`src/rtl/mult_div_unit.sv`:
```
// Iterative 32-bit multiply/divide unit holding the architectural HI/LO registers.
// One shift-add or restoring-divide step per cycle, then a single sign-fix cycle.
module mult_div_unit #(
  parameter int WIDTH = 32,
  parameter int ITER  = 32
) (
  input  logic             Clock,
  input  logic             Reset,
  input  logic             Start,
  input  logic [2:0]       Op,
  input  logic [WIDTH-1:0] OperandA,
  input  logic [WIDTH-1:0] OperandB,
  input  logic             Flush,
  output logic [WIDTH-1:0] HI,
  output logic [WIDTH-1:0] LO,
  output logic             Busy,
  output logic             Done,
  output logic [1:0]       dbg_state_o
);

  localparam int CW = (ITER > 1) ? $clog2(ITER) : 1;

  typedef enum logic [1:0] {
    S_IDLE = 2'd0,
    S_CALC = 2'd1,
    S_FIX  = 2'd2
  } state_t;

  // Valid/ready: Start is taken only in S_IDLE with Flush low; Busy is the
  // not-ready indication and Done pulses for one cycle when HI/LO are written.

  state_t             state_q, state_d;
  logic [CW-1:0]      cnt_q, cnt_d;
  logic [WIDTH-1:0]   hi_q, hi_d;
  logic [WIDTH-1:0]   lo_q, lo_d;
  logic               done_q, done_d;
  logic               is_div_q, is_div_d;
  logic               neg_q, neg_d;
  logic               negr_q, negr_d;
  logic               dz_q, dz_d;
  logic [WIDTH-1:0]   dsor_q, dsor_d;
  logic [2*WIDTH-1:0] work_q, work_d;
  logic [WIDTH-1:0]   rem_q, rem_d;

  logic               signed_op;
  logic [WIDTH-1:0]   mag_a, mag_b;
  logic [WIDTH:0]     madd;
  logic [WIDTH:0]     rem_shift;
  logic [WIDTH:0]     rem_diff;
  logic               q_bit;
  logic [2*WIDTH-1:0] prod_fix;
  logic [WIDTH-1:0]   quo;

  assign signed_op = (Op == 3'd0) || (Op == 3'd2);
  assign mag_a     = (signed_op && OperandA[WIDTH-1]) ? -OperandA : OperandA;
  assign mag_b     = (signed_op && OperandB[WIDTH-1]) ? -OperandB : OperandB;

  always_comb begin
    state_d   = state_q;
    cnt_d     = cnt_q;
    hi_d      = hi_q;
    lo_d      = lo_q;
    done_d    = 1'b0;
    is_div_d  = is_div_q;
    neg_d     = neg_q;
    negr_d    = negr_q;
    dz_d      = dz_q;
    dsor_d    = dsor_q;
    work_d    = work_q;
    rem_d     = rem_q;
    madd      = '0;
    rem_shift = '0;
    rem_diff  = '0;
    q_bit     = 1'b0;
    prod_fix  = '0;
    quo       = '0;

    case (state_q)
      S_IDLE: begin
        if (Start && !Flush) begin
          case (Op)
            3'd0, 3'd1, 3'd2, 3'd3: begin
              is_div_d = Op[1];
              neg_d    = signed_op && (OperandA[WIDTH-1] ^ OperandB[WIDTH-1]);
              negr_d   = signed_op && OperandA[WIDTH-1];
              dz_d     = Op[1] && (OperandB == '0);
              cnt_d    = '0;
              rem_d    = '0;
              // Multiply: dsor holds the multiplicand, work low half the multiplier.
              // Divide: dsor holds the divisor, work low half the dividend/quotient.
              dsor_d   = Op[1] ? mag_b : mag_a;
              work_d   = {{WIDTH{1'b0}}, (Op[1] ? mag_a : mag_b)};
              state_d  = S_CALC;
            end
            3'd4: hi_d = OperandA;
            3'd5: lo_d = OperandA;
            default: ;
          endcase
        end
      end

      S_CALC: begin
        cnt_d = cnt_q + 1'b1;
        if (is_div_q) begin
          rem_shift = {rem_q, work_q[WIDTH-1]};
          rem_diff  = rem_shift - {1'b0, dsor_q};
          q_bit     = (rem_shift >= {1'b0, dsor_q});
          rem_d     = q_bit ? rem_diff[WIDTH-1:0] : rem_shift[WIDTH-1:0];
          work_d    = {work_q[2*WIDTH-1:WIDTH], work_q[WIDTH-2:0], q_bit};
        end else begin
          madd   = {1'b0, work_q[2*WIDTH-1:WIDTH]} + (work_q[0] ? {1'b0, dsor_q} : '0);
          work_d = {madd, work_q[WIDTH-1:1]};
        end
        if (cnt_q == CW'(ITER - 1)) begin
          state_d = S_FIX;
        end
      end

      S_FIX: begin
        if (is_div_q) begin
          // With a zero divisor the remainder path rebuilds |A|, so re-applying
          // the dividend sign returns the original OperandA in HI.
          quo  = work_q[WIDTH-1:0];
          lo_d = dz_q ? '1 : (neg_q ? -quo : quo);
          hi_d = negr_q ? -rem_q : rem_q;
        end else begin
          prod_fix = neg_q ? -work_q : work_q;
          hi_d     = prod_fix[2*WIDTH-1:WIDTH];
          lo_d     = prod_fix[WIDTH-1:0];
        end
        done_d  = 1'b1;
        state_d = S_IDLE;
      end

      default: state_d = S_IDLE;
    endcase

    if (Flush && (state_q != S_IDLE)) begin
      state_d = S_IDLE;
      hi_d    = hi_q;
      lo_d    = lo_q;
      done_d  = 1'b0;
    end
  end

  always_ff @(posedge Clock) begin
    if (!Reset) begin
      state_q  <= S_IDLE;
      cnt_q    <= '0;
      hi_q     <= '0;
      lo_q     <= '0;
      done_q   <= 1'b0;
      is_div_q <= 1'b0;
      neg_q    <= 1'b0;
      negr_q   <= 1'b0;
      dz_q     <= 1'b0;
      dsor_q   <= '0;
      work_q   <= '0;
      rem_q    <= '0;
    end else begin
      state_q  <= state_d;
      cnt_q    <= cnt_d;
      hi_q     <= hi_d;
      lo_q     <= lo_d;
      done_q   <= done_d;
      is_div_q <= is_div_d;
      neg_q    <= neg_d;
      negr_q   <= negr_d;
      dz_q     <= dz_d;
      dsor_q   <= dsor_d;
      work_q   <= work_d;
      rem_q    <= rem_d;
    end
  end

  assign HI          = hi_q;
  assign LO          = lo_q;
  assign Busy        = (state_q != S_IDLE);
  assign Done        = done_q;
  assign dbg_state_o = state_q;

endmodule

```
`config.mk`:
```
export PLATFORM = sky130hd
export DESIGN_NAME = mult_div_unit
export DESIGN_NICKNAME = d
export VERILOG_FILES = /design/src/rtl/mult_div_unit.sv
export SDC_FILE = /design/constraint.sdc
export NUM_CORES = 1
export LEC_CHECK = 0
export CELL_PAD_IN_SITES_DETAIL_PLACEMENT = 0
export CELL_PAD_IN_SITES_GLOBAL_PLACEMENT = 2
export CORE_AREA = 10 10 238 240
export CTS_CLUSTER_DIAMETER = 200
export DETAILED_ROUTE_END_ITERATION = 16
export DIE_AREA = 0 0 248 250
export GPL_ROUTABILITY_DRIVEN = 0
export PLACE_DENSITY = 0.78
export RECOVER_POWER = 100
export SYNTH_ARGS = -nofsm -noshare
export SYNTH_HDL_FRONTEND = slang
export SYNTH_SLANG_ARGS = --single-unit
export TNS_END_PERCENT = 50
```
`constraint.sdc`:
```
create_clock -name Clock -period 3.22 [get_ports Clock]
set_input_delay 0.644 -clock Clock [delete_from_list [all_inputs] [get_ports Clock]]
set_output_delay 0.644 -clock Clock [all_outputs]
set_load 0.05 [all_outputs]
```
==> qor.txt <==
Met1 Wirelength: 33100 um
Final Hold Vio Count: 0
commonest non-fill, non-tap cells in the layout: buf_4, nand2_1, a21oi_1
clock slew at reported path FFs: 0.06 ns
fraction of registers with async set/reset: 0%
via count: 17.5k
status: finished with violations
Critical Setup Path Class: reg -> reg
first-pass GRT wire length: 105000 um
Antenna Nets Post-Route: 0
Buffers on Ports: 138
Fillers: 5447
Post-Syn Instances: 2129
met2 WL: 30600 um
CP endpoint kind: register
std cell rows: 84
drt pass-1 iters: 6
Max Clk Rate: 0.310 GHz
Slew headroom: 15.3%
CP cell instances: or4_4 > or4_4 > or4b_4 > or2_4 > o31ai_4 > xnor2_1 > o21ai_1 > buf_4 > o221ai_1
DP HPWL: 57100 um
vias in the first global route: 16.5k
wire length on met3: 5200 um
Seq/Total Area, Yosys: 25.8%
Post-Syn Nets: 2272
Tot GR Track Use: 22.0%
Max VDD drop: 0.000270 V
# IOs: 139
drt total wl: 71600 um
max-slew violation count: 0
CTS sink count: 204
Critical Path Source Type: register
nets@finish: 2580
DRT iter0 DRCs: 1521
CTS root buffer: clkbuf_16
LEAKAGE: 8.33 nW
# setup viols final: 1
Worst Hold Class: reg -> reg
Syn-to-layout area delta: 31.5%
commonest non-fill, non-tap cell in the layout: buf_4
clk_skew: 0.0149 ns
Cell Pwr Density: 371 nW/um^2
largest net degree at the start of global routing: 59
GR Overflow Total: 0
Final min period: 3.22 ns
clock buffer depth: 3
# hold bufs at CTS: 0
family with the most delay on the worst path: simple AND/OR/NAND/NOR gates
mapped cell area: 15900 um^2
failing checks: setup timing
setup ws final: -0.00240 ns
FF+latch count, synth: 204
WL/cell: 22.7 um
Worst Path Buf+Inv: 1
Residual DRC: 0
Slowest-stage cell, CP: or4b_4
core area: 52000 um^2
Worst EP arrival: 3.61 ns
H-tree depth: 1
Post-Place Setup Slack: -0.522 ns
initial antenna violation count: 8
CP max FO: 6
die area: 62000 um^2
Avg Cell Area, Syn: 7.45 um^2
fraction of the cycle the final worst path needs: 100%
Post-synth EDFFs: 0
CP peak stage delay: 0.64 ns
# Max-Cap Violations: 0
Max Used Layer: met4
initial core utilization: 30.5%
slew of the pin with the lowest slew margin: 1.27 ns
post-synthesis cell type count: 77
Num CTS Buffers: 26
CTS tree: done
unrepaired setup endpoints after global routing: yes
Core Util, Final: 40.1%
ys flop type: dfxtp_1
die width: 248 um
clk_lat worst skew: 0.56 ns
die height: 250 um
Critical Path RT: 3.60 ns
Syn. warnings: 0
CP most frequent cell: or4_4
PnR Total Power: 7.73 mW
number of vias per cell: 5.55
layout cells sized above 1: 16.6%
[per-layer routing]
layer / GRT usage (%) / up-vias
met5: 0 / -
met4: 8.92 / 0
met3: 2.76 / 94
met2: 32.7 / 649
met1: 31.4 / 8367
li1: - / 8358
[path summary, 6_finish.rpt]
kind / startpoint / to / slack (ns) / depth (start not counted)
worst max-delay path: work_q[22] / HI[19] / -0.002 / 9
worst min register to register: dsor_q[5] / dsor_q[5] / 0.45 / 2
worst min-delay path: dsor_q[5] / dsor_q[5] / 0.45 / 2
worst max register to register: work_q[22] / HI[19] / -0.002 / 9
[timing repair]
item,CTS,global route
endpoints found under the setup margin,35,68
pin swaps,1,8
buffers inserted,1,0
gates resized for setup,6,48
[sequential cells by signal, summed over array words and instances, names as in the netlist]
name / cells
dz_q: 1
HI: 32
LO: 32
rem_q: 32
cnt_q: 5
dsor_q: 32
is_div_q: 1
dbg_state_o: 2
neg_q: 1
Done: 1
work_q: 64
negr_q: 1
[power by group]
| group | total [mW] | internal [mW] | switching, mW | leakage (nW) |
|---|---|---|---|---|
| clock | 3.25 | 1.97 | 1.27 | 0.464 |
| sequential | 2.64 | 2.59 | 0.0539 | 1.65 |
| combinational | 1.84 | 0.775 | 1.07 | 6.21 |
| total | 7.73 | 5.34 | 2.39 | 8.33 |
[cell usage after synthesis, types with 4 or more instances]
cell / n / area [um^2]
nand2b_1: 18 / 113
o31ai_1: 32 / 240
buf_2: 6 / 30.0
nand2_1: 248 / 931
o21ai_1: 12 / 60.1
mux2i_1: 66 / 661
nor2_1: 184 / 691
buf_1: 7 / 26.3
a31oi_1: 15 / 93.8
a31o_2: 7 / 61.3
xor2_1: 75 / 657
o221ai_1: 39 / 342
a221oi_1: 16 / 140
ha_1: 70 / 876
or3_1: 14 / 87.6
and4_1: 4 / 35.0
clkbuf_1: 126 / 473
nand3_1: 63 / 315
a311oi_1: 7 / 61.3
and3_1: 18 / 113
o211ai_1: 26 / 195
nand3b_1: 4 / 30.0
o221a_2: 8 / 90.1
nor4_1: 26 / 163
a211oi_1: 22 / 165
mux2_2: 4 / 45.0
or4_1: 15 / 113
o21bai_1: 9 / 67.6
nor2b_1: 11 / 68.8
a21oi_1: 210 / 1050
o21a_1: 10 / 75.1
or2_2: 8 / 50.1
a2111oi_0: 6 / 52.6
dfxtp_1: 204 / 4080
o21ai_0: 172 / 861
and2_1: 12 / 75.1
o41ai_1: 18 / 158
xnor2_1: 128 / 1120
nand4_1: 19 / 119
a22oi_1: 15 / 113
nor3_1: 28 / 140
inv_1: 63 / 236
a21o_1: 26 / 195
[through the flow]
step	setup TNS, ns	hold WS [ns]	cell area, um^2	instances
global placement	-12.44	0.442	19800	3096
floorplan	0	0.432	15900	2129
finish	-0.00240	0.453	20900	3150
CTS	-0.0621	0.455	20700	3145
detailed placement	-14.38	0.446	19800	3096
global route	-0.378	0.468	20900	3150
[cell type report]
type	count	area [um^2]	share of cell area [%]
multi-input cells	1718	11200	53.7
flip-flops and latches	204	4090	19.6
repair buffers	422	3520	16.9
well taps	688	861	4.13
clock buffers	31	711	3.41
inverters	65	245	1.18
clock inverters	17	220	1.06
diodes	5	12.5	0.0600
[cells by family after synthesis]
logic type / Yosys count / share of synthesized area (%)
DFF: 204 / 25.8
muxes: 70 / 4.45
and+or+nand+nor: 688 / 20.2
buffers and inverters: 207 / 5.09
adders and majority gates: 72 / 5.78
AOI/OAI and AO/OA: 685 / 27.5
xor gates and xnor gates: 203 / 11.2
[worst register-to-register path, cell delays in order, from the launching register on]
cell	delay, ns
dfxtp_1	0.32
or4_4	0.55
or4_4	0.51
or4b_4	0.64
or2_4	0.30
o31ai_4	0.18
xnor2_1	0.08
o21ai_1	0.21
buf_4	0.16
o221ai_1	0.10
Note: power is estimated with default switching activity, not from simulation.
